$ cat config.mk
export PLATFORM = sky130hd
export DESIGN_NAME = mac_accumulator_flat
export DESIGN_NICKNAME = d
export VERILOG_FILES = /design/src/rtl/mac_accumulator_if.sv /design/src/rtl/mac_accumulator.sv /design/src/flat_wrapper.sv
export SDC_FILE = /design/constraint.sdc
export NUM_CORES = 1
export LEC_CHECK = 0
export CAP_MARGIN = 20
export CORE_MARGIN = 3
export CORE_UTILIZATION = 25
export CTS_BUF_LIST = sky130_fd_sc_hd__clkbuf_8
export CTS_CLUSTER_DIAMETER = 80
export DETAILED_ROUTE_END_ITERATION = 10
export GPL_TIMING_DRIVEN = 0
export PLACE_DENSITY = 0.41
export SLEW_MARGIN = 20
export SYNTH_ARGS = -nofsm -noshare
export SYNTH_HDL_FRONTEND = slang
export SYNTH_SLANG_ARGS = --single-unit
$ cat constraint.sdc
create_clock -name clk -period 8.85 [get_ports clk]
set_clock_uncertainty 0.1 [all_clocks]
set_input_delay 1.77 -clock clk [delete_from_list [all_inputs] [get_ports clk]]
set_output_delay 1.77 -clock clk [all_outputs]
set_load 0.05 [all_outputs]
$ cat src/rtl/mac_accumulator_if.sv
// mac_accumulator_if: product stream in, saturated window result out, plus window control.
interface mac_accumulator_if #(
    parameter int IN_WIDTH  = 16,
    parameter int OUT_WIDTH = 16,
    parameter int CNT_WIDTH = 8
);
    logic [CNT_WIDTH-1:0] num_terms;
    logic                 flush;
    logic                 in_valid;
    logic                 in_ready;
    logic [IN_WIDTH-1:0]  in_data;
    logic                 out_valid;
    logic                 out_ready;
    logic [OUT_WIDTH-1:0] out_data;
    logic                 overflow;
    modport master (
        output num_terms, flush, in_valid, in_data, out_ready,
        input  in_ready, out_valid, out_data, overflow
    );
    modport slave (
        input  num_terms, flush, in_valid, in_data, out_ready,
        output in_ready, out_valid, out_data, overflow
    );
endinterface

$ cat src/rtl/mac_accumulator.sv
// mac_accumulator: sums num_terms signed products per window, emits a saturated result; ACCUM_RELU_EN clamps negative results to 0.
module mac_accumulator #(
    parameter int IN_WIDTH  = 16,
    parameter int OUT_WIDTH = 16,
    parameter int CNT_WIDTH = 8,
    parameter int ACC_WIDTH = IN_WIDTH + CNT_WIDTH
) (
    input logic              clk,
    input logic              arst_n_in,
    mac_accumulator_if.slave bus
);
    typedef enum logic [1:0] {IDLE, ACCUM, HOLD} state_t;
    localparam logic signed [ACC_WIDTH-1:0] MAX_P = {{(ACC_WIDTH-OUT_WIDTH+1){1'b0}}, {(OUT_WIDTH-1){1'b1}}};
    localparam logic signed [ACC_WIDTH-1:0] MIN_N = ~MAX_P;
    state_t                       state, state_nxt;
    logic signed [ACC_WIDTH-1:0]  acc, acc_nxt, ext, sum;
    logic [CNT_WIDTH-1:0]         cnt, cnt_nxt, cnt_inc, n, n_nxt, n_eff;
    logic [OUT_WIDTH-1:0]         out_data, od_nxt, sat, res;
    logic                         overflow, ov_nxt, clip, res_ov, done;
    // acc and cnt are zero in IDLE, so the same adder serves the first term
    assign ext     = {{(ACC_WIDTH-IN_WIDTH){bus.in_data[IN_WIDTH-1]}}, bus.in_data};
    assign sum     = acc + ext;
    assign cnt_inc = cnt + CNT_WIDTH'(1);
    assign n_eff   = (state == IDLE) ? ((bus.num_terms == '0) ? CNT_WIDTH'(1) : bus.num_terms) : n;
    assign done    = cnt_inc == n_eff;
    assign clip    = (sum > MAX_P) || (sum < MIN_N);
    assign sat     = (sum > MAX_P) ? MAX_P[OUT_WIDTH-1:0] : (sum < MIN_N) ? MIN_N[OUT_WIDTH-1:0] : sum[OUT_WIDTH-1:0];
`ifdef ACCUM_RELU_EN
    assign res    = sat[OUT_WIDTH-1] ? '0 : sat;
    assign res_ov = clip && !sat[OUT_WIDTH-1];
`else
    assign res    = sat;
    assign res_ov = clip;
`endif
    assign bus.in_ready  = state != HOLD;
    assign bus.out_valid = state == HOLD;
    assign bus.out_data  = out_data;
    assign bus.overflow  = overflow;
    always_comb begin
        state_nxt = state;
        acc_nxt   = acc;
        cnt_nxt   = cnt;
        n_nxt     = n;
        od_nxt    = out_data;
        ov_nxt    = overflow;
        if (state == HOLD) begin
            if (bus.out_ready) begin
                state_nxt = IDLE;
                acc_nxt   = '0;
                cnt_nxt   = '0;
            end
        end else if (bus.flush) begin
            state_nxt = IDLE;
            acc_nxt   = '0;
            cnt_nxt   = '0;
        end else if (bus.in_valid) begin
            acc_nxt   = sum;
            cnt_nxt   = cnt_inc;
            n_nxt     = n_eff;
            state_nxt = done ? HOLD : ACCUM;
            od_nxt    = done ? res : out_data;
            ov_nxt    = done ? res_ov : overflow;
        end
    end
    always_ff @(posedge clk or negedge arst_n_in) begin
        if (!arst_n_in) begin
            state    <= IDLE;
            acc      <= '0;
            cnt      <= '0;
            n        <= '0;
            out_data <= '0;
            overflow <= 1'b0;
        end else begin
            state    <= state_nxt;
            acc      <= acc_nxt;
            cnt      <= cnt_nxt;
            n        <= n_nxt;
            out_data <= od_nxt;
            overflow <= ov_nxt;
        end
    end
endmodule

$ cat src/flat_wrapper.sv
// flat-port wrapper written by rule: the top's interface ports become plain ports
module mac_accumulator_flat 
#(
    parameter int IN_WIDTH  = 16,
    parameter int OUT_WIDTH = 16,
    parameter int CNT_WIDTH = 8,
    parameter int ACC_WIDTH = IN_WIDTH + CNT_WIDTH
)
  (clk, arst_n_in, bus_num_terms, bus_flush, bus_in_valid, bus_in_data, bus_out_ready, bus_in_ready, bus_out_valid, bus_out_data, bus_overflow);
  mac_accumulator_if #(.IN_WIDTH(IN_WIDTH), .OUT_WIDTH(OUT_WIDTH), .CNT_WIDTH(CNT_WIDTH)) bus_i ();
  input logic clk;
  input logic arst_n_in;
  input wire logic [$bits(bus_i.num_terms)-1:0] bus_num_terms;
  input wire logic [$bits(bus_i.flush)-1:0] bus_flush;
  input wire logic [$bits(bus_i.in_valid)-1:0] bus_in_valid;
  input wire logic [$bits(bus_i.in_data)-1:0] bus_in_data;
  input wire logic [$bits(bus_i.out_ready)-1:0] bus_out_ready;
  output wire logic [$bits(bus_i.in_ready)-1:0] bus_in_ready;
  output wire logic [$bits(bus_i.out_valid)-1:0] bus_out_valid;
  output wire logic [$bits(bus_i.out_data)-1:0] bus_out_data;
  output wire logic [$bits(bus_i.overflow)-1:0] bus_overflow;
  assign bus_i.num_terms = bus_num_terms;
  assign bus_i.flush = bus_flush;
  assign bus_i.in_valid = bus_in_valid;
  assign bus_i.in_data = bus_in_data;
  assign bus_i.out_ready = bus_out_ready;
  assign bus_in_ready = bus_i.in_ready;
  assign bus_out_valid = bus_i.out_valid;
  assign bus_out_data = bus_i.out_data;
  assign bus_overflow = bus_i.overflow;
  mac_accumulator #(.IN_WIDTH(IN_WIDTH), .OUT_WIDTH(OUT_WIDTH), .CNT_WIDTH(CNT_WIDTH), .ACC_WIDTH(ACC_WIDTH)) u_core (.clk(clk), .arst_n_in(arst_n_in), .bus(bus_i));
endmodule
# Word level (Yosys, flattened, before mapping)
# Cells that the tools add are included.
totals:
  rom_bits: 0
  out_inout_bits: 19
  reg_bits: 59
  input_bits: 29
  latchBits: 0
  mem_bits_rw: 0
  wordCells: 40
  mem_count: 0
op_classes:
  mux: 17
  n_shift: 0
  n_eq_ne: 4
  div_mod_pow: 0
  bitwise_logic: 2
  addsub: 2
  order_cmp: 2
  n_reduce_logical: 7
  n_mul: 0
op_table:
  columns: ["cell", "n"]
  rows:
  - ["$mux 24", 4]
  - ["$mux 8", 6]
  - ["$mux 16", 2]
  - ["$add 24x16->24", 1]
  - ["$gt 24x16->1 const B", 1]
  - ["$lt 24x16->1 const B", 1]
  - ["$mux 2", 5]
  - ["$add 8x1->8 const B", 1]
  - ["$eq 8x8->1", 1]
  - ["$logic_not 8->1", 1]
  - ["$ne 2x2->1 const B", 2]
  - ["$reduce_and 4->1", 1]
  - ["$reduce_and 3->1", 1]
  - ["$reduce_bool 3->1", 1]
  - ["$eq 2x2->1 const B", 1]
  - ["$logic_not 2->1", 1]
  - ["$not 1->1", 2]
  - ["$reduce_and 2->1", 1]
  - ["$logic_or 1x1->1", 1]

# Longest topological paths before layout
depth:
  depth_word: 8
  mapped_depth: 12

# Least setup slack after synthesis
# Ideal clock, no wire load.
synth_path:
  kind: "input port to flip-flop"
  start: "in bus_in_data[0]"
  end: "reg u_core.out_data[12] (netlist: u_core.bus.out_data[12])"
  n_path_buf: 1
  setup_ns: 0.124
  arrival_time_ns: 4.557
  t_required_ns: 8.626
  path_slack_ns: 4.068
  path_stages: 12
  cell_sequence: "ha_1 -> fa_1 -> a211o_1 -> a211oi_2 -> o31a_2 -> o221ai_2 -> xor2_1 -> or4_4 -> o31a_4 -> buf_6 -> nor2_1 -> o21ai_1"
synth_between:
  elab_chain_len: 4
  word_cells_on_any_way: 5
  classes_between: "add/sub: 1; order compare: 2; mux: 2"
synth_lines:
  columns: ["item", "line", "text"]
  rows:
  - ["from (decl)", "flat_wrapper.sv:16", "input wire logic [$bits(bus_i.in_data)-1:0] bus_in_data;"]
  - ["$add 24x16->24 (*)", "mac_accumulator.sv:22", "assign sum = acc + ext;"]
  - ["$lt 24x16->1", "mac_accumulator.sv:27", "assign sat = (sum > MAX_P) ? MAX_P[OUT_WIDTH-1:0] : (sum < MIN_N) ? MIN_N[OUT_WIDTH-1:0] : sum[OUT_WIDTH-1:0];"]
  - ["$mux 16", "mac_accumulator.sv:27", null]
  - ["$mux 16 (*)", "mac_accumulator.sv:27", null]
  - ["to (signal assigned)", "mac_accumulator.sv:78", "out_data <= od_nxt;"]
  - ["to (decl)", "mac_accumulator.sv:18", "logic [OUT_WIDTH-1:0] out_data, od_nxt, sat, res;"]
# Mark *: on every way between the ends. The rest lies on a longest branch, timed or not.
# A chain may end at the register's enable or synchronous reset.

# Worst setup path after layout
layout_path:
  start: "in bus_in_data[15]"
  end: "reg u_core.out_data[5] (netlist: u_core.bus.out_data[5])"
# Same word-level chain as after synthesis.

==> metrics.yaml <==
status: "completed"
cap_viol_max_count: 0
place_area_um2: 4790
ir_drop_uv: 91.7
finalNetCount: 544
diodes: 0
h-tree-depth: 3
ant_nets: 0
cts_root_buf: "clkbuf_8"
hpwl_um: 8660
synth_cell_types: 67
cts.repair.resized: 0
dieHeight_um: 133
crit_type: "in -> reg"
setup_tns_ns: 0
drtIter0Drc: 184
ys_ff_latch: 59
design_area_um2: 4980
relSlewSlack: 0.546
ys_async_sr_fraction: 1.00
rsz0062_at_grt: "no"
setup_viol: 0
synth_cells: 431
min_path_type: "reg -> reg"
hold_slack_ns: 0.385
drcViolationCount: 0
r2r.worst_path.cells: 12
power.density_nw_per_um2: 189
holdPathStages: 2
fp.coreArea_um2: 15500
grt_pass1_wl_um: 18400
num_io_pins: 48
cts_sinks: 59
slew_viol_final: 0
worst_setup_path_start_kind: "input port"
antenna_found_initial: 0
final.period_utilization: 0.597
area_growth_pct: 23.8
end_kind: "flip-flop"
post_cts_buffers: 0
cellLeakagePower_uw: 0.00211
synth.cell_area_um2: 4030
final_core_util: 0.322
path_clk_slew_ns: 0.07
wirelength_um: 11400
holdBufCountCts: 0
multi_input_area_um2: 2360
start_util: 0.260
synth.yosys.seq_area_share: 0.367
clk_latency_ns: 0.36
ys.flop_type: "dfrtp_1"
avgSynthCellArea_um2: 9.34
dr.pass1.iters: 4
viasPerCell: 4.91
synth_edf_count: 0
grt_pass1_vias: 3395
grt_max_degree: 43
critPathMaxFanout: 10
syn_nets: 485
hold_viol: 0
fillers: 1593
fmaxAchievable_mhz: 189
cts_max_path_buffers: 2
io_buffers: 47
overflow: 0
die_x_um: 133
rows: 45
grt_usage: 0.131
die-area_um2: 17700
yosysWarningCount: 0
worstMarginPinSlew_ns: 0.677
period_needed_ns: 5.28
cts_tree: "done"
gp_congestion: 0.828
via_count: 3468
seq_area_um2: 1480
drt-wirelength-per-cell_um: 16.1
cts_made_buffers: 9
drive_gt1_frac: 0.115
worst-endpoint-required_ns: 9.04
crit_arrival_ns: 5.47
-- registers in the layout, indices dropped and copies added, names as in the netlist --
register and cells:
u_core.bus.overflow 1, u_core.bus.out_data 16, u_core.state 2, u_core.cnt 8, u_core.acc 24, u_core.n 8
-- report_power, final --
part           leakage, uW  switching (uW)  internal [uW]
registers         0.000781            20.0            303
clock network     0.000103             120            135
logic              0.00123             214            151
total              0.00211             354            588
-- routing by layer --
layer	global-route usage	share of wire
met1	0.179	0.49
met4	0.0468	0.016
met5	0	0
met2	0.206	0.45
met3	0.0243	0.037
-- cells in the final DEF (no fill, tap or decap), types with 7 or more instances in the layout --
cell type | netlist | routed
a211oi_1 | 7 | 7
a21oi_1 | 25 | 25
a22o_1 | 23 | 23
clkbuf_1 | 7 | 7
clkbuf_8 | 2 | 12
clkdlybuf4s50_1 | 0 | 46
dfrtp_1 | 59 | 59
ha_1 | 24 | 24
inv_1 | 8 | 9
mux2_2 | 7 | 7
nand2_1 | 40 | 40
nor2_1 | 34 | 34
nor3_1 | 11 | 10
o21ai_0 | 35 | 35
o21ai_1 | 11 | 11
xnor2_1 | 18 | 18
xor2_1 | 13 | 13
-- path summary, 6_finish.rpt --
path	start	end	slack, ns
hold reg to reg	u_core.bus.out_data[1]	u_core.bus.out_data[1]	0.38
max in group asynchronous	arst_n_in	u_core.acc[22]	6.97
setup reg to reg	u_core.acc[0]	u_core.bus.out_data[13]	5.07
min in group asynchronous	arst_n_in	u_core.acc[1]	1.19
setup / recovery	bus_in_data[15]	u_core.bus.out_data[5]	3.57
hold / removal	u_core.bus.out_data[1]	u_core.bus.out_data[1]	0.38
-- stage by stage --
step	setup WS, ns	cells	total power, uW
after floorplan	4.07	431	590
after global placement	3.12	689	693
after detailed placement	3.11	690	694
after CTS	3.50	706	959
after global routing	3.25	706	1010
final	3.57	706	942
-- logic make-up (layout without fill, tap and decap cells) --
kind of cell,after synthesis,in the layout,share of synthesized area
AO/OA/AOI/OAI,151,151,0.262
AND/OR/NAND/NOR,122,122,0.145
flip-flops,59,59,0.367
XOR/XNOR,31,31,0.0674
buffers and inverters,31,95,0.0472
adder cells (fa/ha/maj),25,25,0.0796
multiplexers,12,12,0.0320
-- Yosys cell counts, types with 3 or more instances --
master	instances	area, um^2
dfrtp_1	59	1480
xnor2_1	18	158
a21oi_1	25	125
o211ai_1	6	45.0
clkbuf_2	3	15.0
o21a_1	4	30.0
nor3_1	11	55.1
buf_6	3	33.8
nand2_1	40	150
xor2_1	13	114
a21o_2	3	26.3
nand3_1	5	25.0
buf_4	3	22.5
and3_1	5	31.3
clkbuf_1	7	26.3
nor2_1	34	128
o21ai_0	35	175
a211oi_1	7	52.6
o21ai_1	11	55.1
nand4_1	6	37.5
inv_1	8	30.0
mux2i_1	5	50.1
mux2_2	7	78.8
a31oi_1	3	18.8
ha_1	24	300
o2111ai_1	3	26.3
or3_1	6	37.5
nor2b_1	3	18.8
a22o_1	23	201
o31ai_1	4	30.0
-- final cells by class --
type,instances,area share
tap,211,0.0530
sequential,59,0.296
timing repair buffer,48,0.0994
multi-input combinational,341,0.474
clock inverter,6,0.0113
buffer,23,0.0321
clock buffer,10,0.0276
inverter,8,0.00602
-- critical path: stages --
cell	delay (ns)
clkdlybuf4s50_1	0.75
ha_1	0.31
clkdlybuf4s15_1	0.31
a21oi_1	0.38
nor2b_1	0.08
o21ai_0	0.15
a31oi_1	0.11
a311oi_1	0.53
inv_1	0.13
nor3_1	0.29
nor2_1	0.18
clkbuf_2	0.28
o21ai_1	0.19
(Power assumes the default switching activity.)
